[src/rtl/music_pkg.sv]
// Shared definitions for the melody sequencer: note codes, ROM entry packing,
// the 25-entry melody and default tick timing.
package music_pkg;

    localparam logic [2:0] NOTE_GS = 3'd0;
    localparam logic [2:0] NOTE_FS = 3'd1;
    localparam logic [2:0] NOTE_DS = 3'd2;
    localparam logic [2:0] NOTE_D  = 3'd3;
    localparam logic [2:0] NOTE_CS = 3'd4;
    localparam logic [2:0] NOTE_B  = 3'd5;

    localparam logic LEN_SHORT = 1'b0;
    localparam logic LEN_LONG  = 1'b1;

    localparam int DEF_TICK_CYCLES = 705372;
    localparam int DEF_SHORT_TICKS = 3;
    localparam int DEF_LONG_TICKS  = 7;
    localparam int DEF_SPACE_TICKS = 1;

    localparam int         MELODY_LEN = 25;
    localparam logic [4:0] LAST_POS   = 5'd24;

    // ROM entry packing: {note[2:0], length}
    typedef logic [3:0] rom_entry_t;

    typedef enum logic [1:0] {
        ST_IDLE  = 2'd0,
        ST_NOTE  = 2'd1,
        ST_SPACE = 2'd2,
        ST_DONE  = 2'd3
    } seq_state_t;

    localparam rom_entry_t MELODY [MELODY_LEN] = '{
        {NOTE_FS, LEN_LONG},  {NOTE_GS, LEN_LONG},  {NOTE_D,  LEN_SHORT}, {NOTE_DS, LEN_LONG},
        {NOTE_B,  LEN_SHORT}, {NOTE_D,  LEN_SHORT}, {NOTE_CS, LEN_SHORT}, {NOTE_B,  LEN_LONG},
        {NOTE_B,  LEN_LONG},  {NOTE_CS, LEN_LONG},  {NOTE_D,  LEN_LONG},  {NOTE_D,  LEN_SHORT},
        {NOTE_CS, LEN_SHORT}, {NOTE_B,  LEN_SHORT}, {NOTE_CS, LEN_SHORT}, {NOTE_DS, LEN_SHORT},
        {NOTE_FS, LEN_SHORT}, {NOTE_GS, LEN_SHORT}, {NOTE_DS, LEN_SHORT}, {NOTE_FS, LEN_SHORT},
        {NOTE_CS, LEN_SHORT}, {NOTE_D,  LEN_SHORT}, {NOTE_B,  LEN_SHORT}, {NOTE_CS, LEN_SHORT},
        {NOTE_B,  LEN_SHORT}
    };

    function automatic logic [2:0] entry_note(input rom_entry_t e);
        return e[3:1];
    endfunction

    function automatic logic entry_is_long(input rom_entry_t e);
        return e[0] == LEN_LONG;
    endfunction

endpackage

[src/rtl/melody_sequencer_if.sv]
// Sequencer-to-oscillator bundle. enable is a level (run/pause), not a
// handshake; note/gate/note_start/melody_pos/done are registered by the master.
interface melody_sequencer_if;
    import music_pkg::*;

    logic       enable;
    logic [2:0] note;
    logic       gate;
    logic       note_start;
    logic [4:0] melody_pos;
    logic       done;
    seq_state_t state_dbg;

    modport master (
        input  enable,
        output note, gate, note_start, melody_pos, done, state_dbg
    );

    modport slave (
        output enable,
        input  note, gate, note_start, melody_pos, done, state_dbg
    );

endinterface

[src/rtl/melody_sequencer_tick_divider.sv]
// Free-running tick divider: counts 0..TICK_CYCLES-1 while run is high and
// emits a one-cycle tick on the wrap; clear restarts the count.
module tick_divider #(
    parameter int TICK_CYCLES = 4
) (
    input  logic clk,
    input  logic rst,
    input  logic clear,
    input  logic run,
    output logic tick
);

    localparam logic [19:0] LAST = 20'(TICK_CYCLES - 1);

    logic [19:0] cnt_q;

    assign tick = run && (cnt_q == LAST);

    always_ff @(posedge clk or posedge rst) begin
        if (rst) begin
            cnt_q <= '0;
        end else if (clear) begin
            cnt_q <= '0;
        end else if (run) begin
            cnt_q <= tick ? '0 : cnt_q + 20'd1;
        end
    end

endmodule

[src/rtl/melody_sequencer.sv]
// Melody sequencer: steps the melody ROM, driving registered note/gate timing.
// Define MELODY_LOOP_EN to replay forever instead of stopping in DONE.
module melody_sequencer
    import music_pkg::*;
#(
    parameter int TICK_CYCLES = DEF_TICK_CYCLES,
    parameter int SHORT_TICKS = DEF_SHORT_TICKS,
    parameter int LONG_TICKS  = DEF_LONG_TICKS,
    parameter int SPACE_TICKS = DEF_SPACE_TICKS
) (
    input logic               clk,
    input logic               rst,
    melody_sequencer_if.master bus
);

    localparam logic [7:0] SHORT_LAST = 8'(SHORT_TICKS - 1);
    localparam logic [7:0] LONG_LAST  = 8'(LONG_TICKS - 1);
    localparam logic [7:0] SPACE_LAST = 8'(SPACE_TICKS - 1);

    seq_state_t state_q, state_d;
    logic [4:0] pos_q, pos_d;
    logic [7:0] ticks_q, ticks_d;
    logic       clear, run, tick;
    logic       start_d, gate_d, done_d;
    logic [2:0] note_d;
    logic [7:0] note_last;

    logic [2:0] note_q;
    logic       gate_q, start_q, done_q;

    tick_divider #(.TICK_CYCLES(TICK_CYCLES)) u_tick (
        .clk   (clk),
        .rst   (rst),
        .clear (clear),
        .run   (run),
        .tick  (tick)
    );

    // Counters only advance in an active phase with enable high.
    assign run       = bus.enable && (state_q == ST_NOTE || state_q == ST_SPACE);
    assign note_last = entry_is_long(MELODY[pos_q]) ? LONG_LAST : SHORT_LAST;

    always_comb begin
        state_d = state_q;
        pos_d   = pos_q;
        ticks_d = ticks_q;
        clear   = 1'b0;
        start_d = 1'b0;
        case (state_q)
            ST_IDLE: begin
                if (bus.enable) begin
                    state_d = ST_NOTE;
                    pos_d   = 5'd0;
                    ticks_d = '0;
                    clear   = 1'b1;
                    start_d = 1'b1;
                end
            end
            ST_NOTE: begin
                if (tick) begin
                    if (ticks_q == note_last) begin
                        state_d = ST_SPACE;
                        ticks_d = '0;
                        clear   = 1'b1;
                    end else begin
                        ticks_d = ticks_q + 8'd1;
                    end
                end
            end
            ST_SPACE: begin
                if (tick) begin
                    if (ticks_q == SPACE_LAST) begin
                        ticks_d = '0;
                        clear   = 1'b1;
                        if (pos_q == LAST_POS) begin
`ifdef MELODY_LOOP_EN
                            state_d = ST_NOTE;
                            pos_d   = 5'd0;
                            start_d = 1'b1;
`else
                            state_d = ST_DONE;
`endif
                        end else begin
                            state_d = ST_NOTE;
                            pos_d   = pos_q + 5'd1;
                            start_d = 1'b1;
                        end
                    end else begin
                        ticks_d = ticks_q + 8'd1;
                    end
                end
            end
            default: ;
        endcase

        gate_d = (state_d == ST_NOTE) && bus.enable;
        note_d = (state_d == ST_IDLE) ? 3'd0 : entry_note(MELODY[pos_d]);
`ifdef MELODY_LOOP_EN
        done_d = 1'b0;
`else
        done_d = (state_d == ST_DONE);
`endif
    end

    always_ff @(posedge clk or posedge rst) begin
        if (rst) begin
            state_q <= ST_IDLE;
            pos_q   <= '0;
            ticks_q <= '0;
            note_q  <= '0;
            gate_q  <= 1'b0;
            start_q <= 1'b0;
            done_q  <= 1'b0;
        end else begin
            state_q <= state_d;
            pos_q   <= pos_d;
            ticks_q <= ticks_d;
            note_q  <= note_d;
            gate_q  <= gate_d;
            start_q <= start_d;
            done_q  <= done_d;
        end
    end

    assign bus.note       = note_q;
    assign bus.gate       = gate_q;
    assign bus.note_start = start_q;
    assign bus.melody_pos = pos_q;
    assign bus.done       = done_q;
    assign bus.state_dbg  = state_q;

endmodule

[src/flat_wrapper.sv]
// flat-port wrapper written by rule: the top's interface ports become plain ports
module melody_sequencer_flat import music_pkg::*;
#(
    parameter int TICK_CYCLES = DEF_TICK_CYCLES,
    parameter int SHORT_TICKS = DEF_SHORT_TICKS,
    parameter int LONG_TICKS  = DEF_LONG_TICKS,
    parameter int SPACE_TICKS = DEF_SPACE_TICKS
)
  (clk, rst, bus_enable, bus_note, bus_gate, bus_note_start, bus_melody_pos, bus_done, bus_state_dbg);
  melody_sequencer_if bus_i ();
  input logic clk;
  input logic rst;
  input wire logic [$bits(bus_i.enable)-1:0] bus_enable;
  output wire logic [$bits(bus_i.note)-1:0] bus_note;
  output wire logic [$bits(bus_i.gate)-1:0] bus_gate;
  output wire logic [$bits(bus_i.note_start)-1:0] bus_note_start;
  output wire logic [$bits(bus_i.melody_pos)-1:0] bus_melody_pos;
  output wire logic [$bits(bus_i.done)-1:0] bus_done;
  output wire logic [$bits(bus_i.state_dbg)-1:0] bus_state_dbg;
  assign bus_i.enable = bus_enable;
  assign bus_note = bus_i.note;
  assign bus_gate = bus_i.gate;
  assign bus_note_start = bus_i.note_start;
  assign bus_melody_pos = bus_i.melody_pos;
  assign bus_done = bus_i.done;
  assign bus_state_dbg = bus_i.state_dbg;
  melody_sequencer #(.TICK_CYCLES(TICK_CYCLES), .SHORT_TICKS(SHORT_TICKS), .LONG_TICKS(LONG_TICKS), .SPACE_TICKS(SPACE_TICKS)) u_core (.clk(clk), .rst(rst), .bus(bus_i));
endmodule
[config.mk]
export PLATFORM = sky130hd
export DESIGN_NAME = melody_sequencer_flat
export DESIGN_NICKNAME = d
export VERILOG_FILES = /design/src/rtl/music_pkg.sv /design/src/rtl/melody_sequencer_if.sv /design/src/rtl/melody_sequencer_tick_divider.sv /design/src/rtl/melody_sequencer.sv /design/src/flat_wrapper.sv
export SDC_FILE = /design/constraint.sdc
export NUM_CORES = 1
export LEC_CHECK = 0
export BUFFER_PORTS_ARGS = -buffer_cell sky130_fd_sc_hd__buf_2
export CORE_ASPECT_RATIO = 0.5
export CORE_MARGIN = 2
export CORE_UTILIZATION = 40
export DETAILED_ROUTE_END_ITERATION = 8
export SLEW_MARGIN = 20
export SYNTH_ARGS = -nofsm -noshare
export SYNTH_HDL_FRONTEND = slang
export SYNTH_HIERARCHICAL = 1
export SYNTH_SLANG_ARGS = --single-unit
[constraint.sdc]
create_clock -name clk -period 4.5 [get_ports clk]
set_clock_uncertainty 0.1 [all_clocks]
set_input_delay 0.45 -clock clk [delete_from_list [all_inputs] [get_ports clk]]
set_output_delay 0.45 -clock clk [all_outputs]
set_load 0.02 [all_outputs]
==> results_dict.tcl <==
set metrics [dict create \
    layout_common_cells "41 x dfrtp_1, 30 x nor2_1, 22 x inv_1, 19 x nand2_1, 18 x o21ai_0" \
    ys_ff_latch 41 \
    crit_slowest_cell "or4b_4" \
    core_area_um2 6810 \
    synth-seq-area-share_pct 35.8 \
    clkSinkCount 41 \
    cts_tree "yes" \
    synth_warnings 6 \
    power_frac_seq_pct 46.0 \
    final_nets 358 \
    final_core_util_pct 47.5 \
    comb_power_share_pct 1.1 \
    port_buffers 15 \
    drtIter0Drc 158 \
    p_switching_mw 0.155 \
    dpl_cell_area_um2 3040 \
    finalWeightedCongestion 0.846 \
    worst_pin_slew_ns 0.841 \
    drive_gt1_share_pct 15.0 \
    crit_path_cell_trace "inv_1 > ha_1 > and2_1 > and2_1 > or4b_4 > nor2_1 > nor4b_2 > buf_4 > nand2_1 > a21o_1 > a21o_4 > ha_1 > or4_1 > a31oi_1 > a221oi_1" \
    start_util_pct 42.1 \
    maxSlewViolCount 0 \
    synthSimpleGateAreaFrac_pct 28.4 \
    final_common_cell "dfrtp_1" \
    worstReg2RegStart "u_core/bus.state_dbg[1]" \
    grt_max_degree 22 \
    dieArea_um2 7900 \
    postCtsSetupBuffers 0 \
    hpwl_mm 4.92 \
    antenna_found_initial 0 \
    ys_async_sr_fraction_pct 100 \
    area_growth_pct 12.7 \
    cts_max_level 2 \
    critPathLaunchType "register" \
    slew_headroom_pct 43.8 \
    fp.dieW_um 124 \
    ir_worst_vdd_mv 0.131 \
    grt_pass1_vias 2442 \
    clock_path_buffers 2 \
    max_freq_ghz 0.245 \
    cp_slowest_stage_delay_ns 0.52 \
    total_leakage_power_nw 1.41 \
    route.detailed.drc 0 \
    clkPwrFrac_pct 52.9 \
    synth_compound_area_share_pct 17.9 \
    synth_edf_count 0 \
    r2r_cells 15 \
    dp_slack_ns 0.171 \
    hold_class "in -> async" \
    finalInstanceArea_um2 3230 \
    netlist_instances 321 \
    yosysUniqueCellTypes 65 \
    wirelength_mm 6.89 \
    cp_max_fo 6 \
    synth_fa_ha_area_share_pct 7.42 \
    synth_top_flop_cell "dfrtp_1" \
    cts_buffers 5 \
    min_period_ns 4.08 \
    synthMuxAreaShare_pct 1.83 \
    critPathRequiredTime_ns 4.53 \
    switching_share_pct 19.3 \
    antenna_cells 0 \
    dr_total_vias 2543 \
    grt_pass1_wl_mm 11.8 \
    ant_nets 0 \
    grt_usage_pct 18.6 \
    grt_overflow_total 0 \
    synth_fp_nets 341 \
    row_count 21 \
    synthXorXnorAreaFrac_pct 3.66 \
    syn_avg_cell_area_um2 8.93 \
    p_int_mw 0.646 \
    crit_type "reg -> reg" \
    setup_ws_ns 0.417 \
    status "completed" \
    maxCapViolCount 0 \
    clock_latency_ns 0.28 \
    die_h_um 63.9 \
    rsz0062_at_grt "no" \
    finalSetupTns_ns 0 \
    rrSetupSlack_ns 0.42 \
    path_clk_slew_ns 0.06 \
    drt_pre_antenna_iters 4 \
    hold_viol 0 \
    synth_area_um2 2870 \
    worst_r2r_endpoint "u_core/bus.note[0]" \
    powerDensity_nw_per_um2 248 \
    synth_top_family_by_area "simple AND/OR/NAND/NOR gates" \
    vias_per_cell 5.90 \
    fin_crit_sh_pct 90.7 \
    clock-root-buffer "clkbuf_16" \
    finalSetupViolations 0 \
    routedWlPerCell_um 16.0 \
    cp-end-kind "register" \
    io_pins 16 \
    cp.arrival_ns 4.11 \
]
[metal layers]
metal  up-vias  global-route usage, %  wire length [µm]
li1       1222                      -                 -
met1      1245                   25.4              3180
met2        72                   31.5              3390
met3         4                   3.13               289
met4         0                   3.27                27
met5         -                      0                 0
[layout make-up]
class                   instances  area (µm²)
well taps                      92         115
inverters                      22        82.6
clock buffers                   6         139
clock inverters                 2        37.5
fillers                       628        3570
repair buffers                 20         113
flip-flops and latches         41        1030
multi-input cells             248        1720
[flip-flops by register name, summed over array words and instances, names as in the netlist]
register / count
u_core/u_tick/cnt_q: 20
u_core/ticks_q: 8
u_core/bus.melody_pos: 5
u_core/bus.note: 3
u_core/bus.state_dbg: 2
u_core/bus.done: 1
u_core/bus.gate: 1
u_core/bus.note_start: 1
[stage by stage]
stage	std cells	power (mW)	hold WS (ns)
finish	431	0.801	0.204
detailed placement	423	0.385	0.470
CTS	431	0.813	0.235
floorplan	321	0.381	0.314
global placement	423	0.385	0.464
global route	431	0.836	0.285
[worst max-delay path by stage]
stage | startpoint | to | slack, ns | cells past startpoint
2_1_floorplan | u_core/bus.state_dbg[0] | u_core/bus.note[0] | 0.10 | 16
3_3_place_gp | u_core/bus.state_dbg[1] | u_core/bus.note[0] | 0.35 | 15
3_5_place_dp | u_core/bus.state_dbg[0] | u_core/bus.note[0] | 0.17 | 15
4_1_cts | u_core/bus.state_dbg[1] | u_core/bus.note[0] | 0.16 | 15
5_1_grt | u_core/bus.state_dbg[0] | u_core/bus.note[0] | 0.07 | 15
6_report | u_core/bus.state_dbg[1] | u_core/bus.note[0] | 0.42 | 15
[cells by family (layout without fill, tap and decap cells)]
kind of cell    Yosys count  in the layout
compound gates           74             74
xor+xnor                 12             12
fa+ha+maj                17             17
buf+inv                  32             50
flops                    41             41
mux                       5              5
simple gates            140            140
[synth_stat cells (3+ instances only)]
cell type   n  area (µm²)
nor4_1      4        25.0
and2_1      4        25.0
nor2b_1     5        31.3
inv_1      22        82.6
or3_1       3        18.8
clkbuf_1    4        15.0
mux2i_1     3        30.0
or4_1       5        37.5
and3_1      6        37.5
nand4_1    12        75.1
xor2_1      5        43.8
a21oi_1    14        70.1
nor3b_1     4        30.0
nand3_1    11        55.1
a31o_2      3        26.3
and4_1      4        35.0
nand2_1    19        71.3
o31ai_1     3        22.5
xnor2_1     7        61.3
o22ai_1     3        18.8
ha_1       17         213
dfrtp_1    41        1030
o211ai_1    6        45.0
a21o_1      3        22.5
nor2_1     30         113
nand2b_1    5        31.3
nor3_1      8        40.0
o21ai_0    18        90.1
nor4b_1     5        43.8
[power by group through the flow]
stage               combinational, mW  clock, mW  sequential, mW
floorplan                     0.00579          0           0.375
global placement              0.00949          0           0.375
detailed placement            0.00971          0           0.375
CTS                           0.00972      0.434           0.368
global route                   0.0112      0.457           0.368
finish                        0.00895      0.423           0.369
[repair_timing]
action                     4_1_cts  5_1_grt
hold buffers                     0        0
gates resized for setup          0        4
setup endpoints to repair        0        2
[critical path, delay by kind of cell, from the launching register on]
family	cells	cell delay [ns]
AO/OA/AOI/OAI	4	0.75
buffers and inverters	2	0.29
adder cells (fa/ha/maj)	2	0.54
flip-flops	1	0.41
AND/OR/NAND/NOR	7	1.86
Note: power is estimated with default switching activity, not from simulation.
